[src/rtl/vend_pkg.sv]
// Shared coin codes and coin-acceptor state encoding for the vending front end.
package vend_pkg;

    localparam logic [1:0] COIN_NONE = 2'b00;
    localparam logic [1:0] COIN_5    = 2'b01;
    localparam logic [1:0] COIN_10   = 2'b10;

    typedef enum logic [2:0] {
        IDLE     = 3'd0,
        MEASURE  = 3'd1,
        HOLD     = 3'd2,
        COOLDOWN = 3'd3,
        JAM      = 3'd4
    } acc_state_t;

endpackage

[src/rtl/coin_sense_sync.sv]
// Two-flop synchronizer for the raw chute sensor plus rising-edge detect.
module coin_sense_sync (
    input  logic clock,
    input  logic reset,
    input  logic coin_sense,
    output logic sense_s,
    output logic rise
);

    logic meta;
    logic sense_r;

    // Synchronizer chain and one-cycle delayed copy for edge detection
    always_ff @(posedge clock or negedge reset) begin
        if (!reset) begin
            meta    <= 1'b0;
            sense_s <= 1'b0;
            sense_r <= 1'b0;
        end else begin
            meta    <= coin_sense;
            sense_s <= meta;
            sense_r <= sense_s;
        end
    end

    assign rise = sense_s & ~sense_r;

endmodule

[src/rtl/coin_acceptor.sv]
// Coin discriminator: classifies coins by sense-pulse width and emits a
// one-cycle coin code, reject pulse, jam level and accepted-coin count.
module coin_acceptor #(
    parameter int unsigned CNT_W      = 8,
    parameter int unsigned NICKEL_MIN = 4,
    parameter int unsigned NICKEL_MAX = 8,
    parameter int unsigned DIME_MIN   = 12,
    parameter int unsigned DIME_MAX   = 20,
    parameter int unsigned JAM_LIMIT  = 64,
    parameter int unsigned COOLDOWN   = 3
) (
    input  logic       clock,
    input  logic       reset,
    input  logic       coin_sense,
    input  logic       newspaper,
    output logic [1:0] coin,
    output logic       reject,
    output logic       jam,
    output logic [7:0] accepted_count
);

    import vend_pkg::*;

    localparam logic [CNT_W-1:0] CNT_MAX = '1;

    logic             sense_s;
    logic             rise;
    acc_state_t       state_q, state_d;
    logic [CNT_W-1:0] cnt_q, cnt_d;
    logic [CNT_W-1:0] cool_q, cool_d;
    logic [1:0]       code_q, code_d;
    logic [1:0]       coin_d;
    logic             reject_d;
    logic             jam_d;
    logic [7:0]       count_d;

    coin_sense_sync u_sync (
        .clock      (clock),
        .reset      (reset),
        .coin_sense (coin_sense),
        .sense_s    (sense_s),
        .rise       (rise)
    );

    // State, counters and registered outputs
    always_ff @(posedge clock or negedge reset) begin
        if (!reset) begin
            state_q        <= IDLE;
            cnt_q          <= '0;
            cool_q         <= '0;
            code_q         <= COIN_NONE;
            coin           <= COIN_NONE;
            reject         <= 1'b0;
            jam            <= 1'b0;
            accepted_count <= '0;
        end else begin
            state_q        <= state_d;
            cnt_q          <= cnt_d;
            cool_q         <= cool_d;
            code_q         <= code_d;
            coin           <= coin_d;
            reject         <= reject_d;
            jam            <= jam_d;
            accepted_count <= count_d;
        end
    end

    // Next-state, pulse-width measurement and output decode
    always_comb begin
        state_d  = state_q;
        cnt_d    = cnt_q;
        cool_d   = cool_q;
        code_d   = code_q;
        coin_d   = COIN_NONE;
        reject_d = 1'b0;
        jam_d    = 1'b0;
        count_d  = accepted_count;

        case (state_q)
            IDLE: begin
                if (rise) begin
                    state_d = MEASURE;
                    cnt_d   = CNT_W'(1);
                end
            end

            MEASURE: begin
                if (sense_s) begin
                    if (cnt_q != CNT_MAX) begin
                        cnt_d = cnt_q + CNT_W'(1);
                    end
                    if (32'(cnt_d) == JAM_LIMIT) begin
                        state_d = JAM;
                        jam_d   = 1'b1;
                    end
                end else if (32'(cnt_q) >= NICKEL_MIN && 32'(cnt_q) <= NICKEL_MAX) begin
                    code_d  = COIN_5;
                    state_d = HOLD;
                end else if (32'(cnt_q) >= DIME_MIN && 32'(cnt_q) <= DIME_MAX) begin
                    code_d  = COIN_10;
                    state_d = HOLD;
                end else begin
                    reject_d = 1'b1;
                    cool_d   = '0;
                    state_d  = vend_pkg::COOLDOWN;
                end
            end

            // Keep the coin parked while the vending FSM is dispensing
            HOLD: begin
                if (!newspaper) begin
                    coin_d  = code_q;
                    count_d = accepted_count + 8'd1;
                    cool_d  = '0;
                    state_d = vend_pkg::COOLDOWN;
                end
            end

            vend_pkg::COOLDOWN: begin
                if (32'(cool_q) + 32'd1 >= COOLDOWN) begin
                    state_d = IDLE;
                end else begin
                    cool_d = cool_q + CNT_W'(1);
                end
            end

            JAM: begin
                if (sense_s) begin
                    jam_d = 1'b1;
                end else begin
                    cool_d  = '0;
                    state_d = vend_pkg::COOLDOWN;
                end
            end

            default: begin
                state_d = IDLE;
            end
        endcase
    end

endmodule

[config.mk]
export PLATFORM = sky130hd
export DESIGN_NAME = coin_acceptor
export DESIGN_NICKNAME = d
export VERILOG_FILES = /design/src/rtl/vend_pkg.sv /design/src/rtl/coin_sense_sync.sv /design/src/rtl/coin_acceptor.sv
export SDC_FILE = /design/constraint.sdc
export NUM_CORES = 1
export LEC_CHECK = 0
export ABC_AREA = 1
export CORE_ASPECT_RATIO = 0.5
export CORE_MARGIN = 1.5
export CORE_UTILIZATION = 44
export CTS_BUF_LIST = sky130_fd_sc_hd__clkbuf_8
export CTS_CLUSTER_DIAMETER = 40
export DETAILED_ROUTE_END_ITERATION = 8
export PLACE_DENSITY = 0.67
export SLEW_MARGIN = 30
export SYNTH_ARGS = -nofsm -noshare
export SYNTH_HDL_FRONTEND = slang
export SYNTH_SLANG_ARGS = --single-unit
[constraint.sdc]
create_clock -name clock -period 3.53 [get_ports clock]
set_clock_uncertainty 0.05 [all_clocks]
set_input_delay 0.5295 -clock clock [delete_from_list [all_inputs] [get_ports clock]]
set_output_delay 0.5295 -clock clock [all_outputs]
set_load 0.05 [all_outputs]
Yosys cells after proc, flatten, opt, wreduce, memory -nomap -nowiden

Cells that the tools add are included.

Register bits: 36
Bits of input ports: 4
Output and inout port bits: 12
Logic and storage cells: 85

$add $sub $neg: 4
Magnitude comparators: 5
Equality and inequality tests: 16
Mux-type cells: 34
Bitwise gates (word level): 4
Reduce and logical (&&, ||, !) cells: 11

Operator list:

| cell                                                               | number |
|---|---|
| two-way mux 8 bit                                                  | 11 |
| case mux 8 bit (4 select lines)                                    | 1 |
| adder 8 x 1 -> 8 bit (second input constant)                       | 3 |
| two-way mux 3 bit                                                  | 6 |
| inequality test 2 bit (second input constant)                      | 8 |
| case mux 8 bit (2 select lines)                                    | 1 |
| case mux 3 bit (5 select lines)                                    | 1 |
| adder 8 x 1 -> 9 bit (second input constant)                       | 1 |
| greater-or-equal comparator 9 x 2 -> 1 bit (second input constant) | 1 |
| two-way mux 1 bit                                                  | 9 |
| equality test 8 x 7 -> 1 bit (second input constant)               | 1 |
| greater-or-equal comparator 8 x 3 -> 1 bit (second input constant) | 1 |
| greater-or-equal comparator 8 x 4 -> 1 bit (second input constant) | 1 |
| less-or-equal comparator 8 x 4 -> 1 bit (second input constant)    | 1 |
| less-or-equal comparator 8 x 5 -> 1 bit (second input constant)    | 1 |
| two-way mux 2 bit                                                  | 4 |
| inequality test 8 bit (second input constant)                      | 1 |
| AND reduction 7 bit                                                | 1 |
| equality test 3 x 2 -> 1 bit (second input constant)               | 2 |
| AND reduction 3 bit                                                | 2 |
| AND reduction 5 bit                                                | 1 |
| nonzero test 2 bit                                                 | 2 |
| nonzero test 4 bit                                                 | 1 |
| equality test 3 x 1 -> 1 bit (second input constant)               | 1 |
| other kinds (9)                                                    | 12 |

Longest topological paths before layout

Depth in word-level cells: 8
Depth in mapped cells: 13
Depth with buffers taken out: 13

By module

A second synthesis with hierarchy kept.

Cells, all modules: 266
Area, all modules: 1999.4 µm²

By module, submodules not included:

| module          | times used | cells each | area each (µm²) | seq. area each (µm²) |
|---|---|---|---|---|
| coin_acceptor   | 1          | 261        | 1914.3          | 825.8 |
| coin_sense_sync | 1          | 5          | 85.1            | 75.1 |

Worst setup path before layout

OpenSTA, ideal clock, no wires.

Kind: reg2reg
Start point: reg cnt_q[0]
End point: reg state_q[1]
Setup time: 0.117 ns
Arrival: 1.456 ns
Data required time: 3.363 ns
Setup slack: 1.908 ns
Stages on the path, launching flop included: 14
Path buffers: 0
Period minus slack after synthesis: 1.622 ns
Cells stage by stage: dfrtp_1 > ha_1 > inv_1 > nor2_4 > nand2_2 > nand2_1 > nand2_1 > nand2_1 > nor2_1 > nand3_2 > nand2_2 > nand2_2 > nand2_1 > nand2_1

Longest elaborated chain between the ends: 7
Elaborated cells on any way between the ends: 8
Those cells by class: add/sub: 1; eq/ne: 3; mux: 3; reduce/logical: 1

RTL lines:

| item                                                          | line                                     | text |
|---|---|---|
| start: declaration                                            | coin_acceptor.sv:29                      | `logic [CNT_W-1:0] cnt_q, cnt_d;` |
| start signal: assignment                                      | coin_acceptor.sv:58                      | `cnt_q <= cnt_d;` |
| adder 8 x 1 -> 8 bit or inequality test 8 bit (tied branches) | coin_acceptor.sv:90, coin_acceptor.sv:89 |  |
| two-way mux 8 bit (*)                                         | coin_acceptor.sv:89                      | `if (cnt_q != CNT_MAX) begin` |
| two-way mux 8 bit (*)                                         | coin_acceptor.sv:88                      | `if (sense_s) begin` |
| two-way mux 8 bit (*)                                         | coin_acceptor.sv:79                      | `case (state_q)` |
| equality test 8 x 7 -> 1 bit (*)                              | coin_acceptor.sv:92                      | `if (32'(cnt_d) == JAM_LIMIT) begin` |
| inequality test 3 bit (no source line) (*)                    | n/a                                      |  |
| AND reduction 5 bit (no source line) (*)                      | n/a                                      |  |
| end signal: assignment                                        | coin_acceptor.sv:57                      | `state_q <= state_d;` |
| end: declaration                                              | coin_acceptor.sv:28                      | `acc_state_t state_q, state_d;` |

Mark *: on every way between the ends. The rest lies on a longest branch, timed or not. The select of a mux whose other input is x is not followed.
A chain may end at the register's enable or synchronous reset.

Worst setup path after layout

Start point: reg accepted_count[0]
End point: out accepted_count[0]

RTL lines:

| item                     | line                | text |
|---|---|---|
| start: declaration       | coin_acceptor.sv:19 | `output logic [7:0] accepted_count` |
| start signal: assignment | coin_acceptor.sv:64 | `accepted_count <= count_d;` |

No word-level cell between the ends.

==> run metrics <==
Lkg Pwr 1.14 nW; sequential area share after synthesis 46.0%; height of the die 50.2 microns; remaining global-route overflow 0; layout net count 292; final-report hold violation count 0; dpl hpwl 2830 microns; synthesis-to-finish area growth 15.8%; fin crit period 2.11 ns; Crit Reg-Reg Startpoint cool_q[0]; layout cells sized above 1 7.42%; hold buffer count at cts 0; crit-path cells clkdlybuf4s50_1; endpoint class of the critical path output port; maximum fanout along the worst path 4; min-delay worst type in2async; Finished Cell Area 2270 sq um; ant diodes 0; critical path launch point type flop; Slew Viols, Final 0; most common cell in the netlist nand2_1; initial antenna violation count 0; met2 Use GR 28.0%; r2r setup slk 1.70 ns; Residual DRC 0; vias in the first global route 1,580; post-synthesis async set-or-reset flop share 100%; Initial Utilization 47.9%; post-cts gate resize count 0; WS Path Type reg2out; DR vias/cell 4.96; number of synthesized register bits 36; antenna viol nets, final 0; drt wl/cell 11.3 microns; vias 1,671; IO Count 16; clock sinks 36; synth unique cells 24; Final period util 59.8%; Placed Instances 330; final setup violation count 0; Overall Global Routing Usage 18.0%; Cells after Synth 261; Slew HR 46.7%; row cnt 16; max_cap viols 0; worst skew pair latency 0.29 ns; drt pass-1 iters 5; Worst path slowest cell clkdlybuf4s50_1; synthesized area per cell 7.50 sq um; largest net degree at the start of global routing 37; Mapped Area 1960 sq um; FILL cells 392; first-pass GRT wire length 6920 microns; Worst Path Buf+Inv 1; clock buffer depth 2; FMAX 0.474 GHz; worst slew pin tran 0.800 ns; power per cell area 653 nW/um^2; Core Box Area 4080 sq um; Area contributors post-synth dfrtp_1, nand2_1, inv_1, nor2_1, nand3_1; kind of cell adding the most delay to the critical path buffers and inverters; Synth area leader dfrtp_1; Post-Place Cell Area 2170 sq um; gpl congestion 0.845; Syn Nets 270; top_reg_cell synth dfrtp_1; Initial DRC Count 71; cells on worst reg2reg path 11; Critical R2R Capture cool_q[7]; outcome completed; met3 usage 5.43%; post-CTS repair timing setup buffer count 0; delay of the slowest critical-path stage 0.83 ns; Post-synth EDFFs 0; root buf cell clkbuf_8; CP Data Arrival Time 1.53 ns; Yosys top cell area share 46.0%; clock-pin slew on the worst setup and hold paths 0.07 ns; final core utilization 55.5%; setup_tns 0 ns; Peak VDD IR 231 uV; CP required 2.95 ns; fin cells 337; Ys Warns 0; Inserted Clock Buffers 5; met1 Use GR 23.7%; Clock H-tree levels 2; DIE WIDTH 97.3 microns; routed wire length 3820 microns; top cells by count, synth nand2_1, inv_1, dfrtp_1; Top Usage Layer GRT met2; PortBufs 15; RSZ-0062 raised after global routing false; Die ar. 4880 sq um; CTS tree built
-- through the flow --
step | power, mW | setup slack [ns] | hold slack (ns)
after global placement | 1.16 | 1.59 | 0.283
final | 1.48 | 1.42 | 0.278
after global routing | 1.60 | 1.37 | 0.317
after detailed placement | 1.17 | 1.53 | 0.291
after CTS | 1.49 | 1.41 | 0.307
after floorplan | 0.999 | 1.91 | 0.184
-- worst reg2reg max path, stage by stage (launching register included) --
cell and delay (ns):
dfrtp_1 0.46, inv_1 0.10, ha_1 0.31, o21bai_1 0.07, nor2_1 0.11, nand3_1 0.07
nor2_1 0.15, nand2_1 0.07, nand2_1 0.06, nand2_1 0.10, inv_2 0.13, nor2_1 0.05
-- routing by layer --
metal | wire length (microns) | part of all wire, %
met1 | 1920 | 50
met3 | 149 | 3.9
met5 | 0 | 0
met4 | 48 | 1.3
met2 | 1710 | 45
-- cell type report --
type                            instances  area (sq um)  share of cell area, %
Sequential cell                        36           901                   39.8
Timing Repair Buffer                   15           145                   6.41
Clock buffer                            7          96.3                   4.25
Inverter                               40           150                   6.63
Multi-Input combinational cell        185           906                   40.0
Tap cell                               54          67.6                   2.98
-- worst max path at each step --
stage	from	endpoint	slack, ns	cells past startpoint
after detailed placement	newspaper	accepted_count[7]	1.53	8
after global placement	newspaper	accepted_count[7]	1.59	8
after global routing	accepted_count[2]	accepted_count[2]	1.37	1
after floorplan	cnt_q[0]	state_q[1]	1.91	13
after CTS	accepted_count[0]	accepted_count[0]	1.41	1
final	accepted_count[0]	accepted_count[0]	1.42	1
-- placed cells by master (no fill, tap or decap), types with 2 or more instances in the layout --
master            n
clkbuf_8          7
clkdlybuf4s50_1  14
dfrtp_1          36
ha_1              5
inv_1            37
inv_2             3
nand2_1          73
nand2_2           4
nand3_1          26
nand4_1           4
nor2_1           35
nor2_2            2
nor2_4            3
o21ai_0          15
o21bai_1          2
xnor2_1           3
xor2_1            4
-- state kept, by name, indices dropped and copies added, names as in the netlist --
register and count:
cnt_q 8, u_sync.meta 1, jam 1, reject 1, state_q 3, u_sync.sense_s 1, code_q 2, accepted_count 8
u_sync.sense_r 1, cool_q 8, coin 2
-- power by group --
group          total (mW)  internal, mW  switching (mW)
logic               0.602         0.195           0.406
clock network       0.314         0.174           0.141
registers           0.564         0.488          0.0755
-- cell families after synthesis --
family / share of synthesized area [%]
fa+ha+maj: 3.20
simple gates: 33.4
flops: 46.0
xor+xnor: 3.13
buf+inv: 7.67
compound gates: 6.59
No activity file was read; power rests on OpenSTA's default activity.
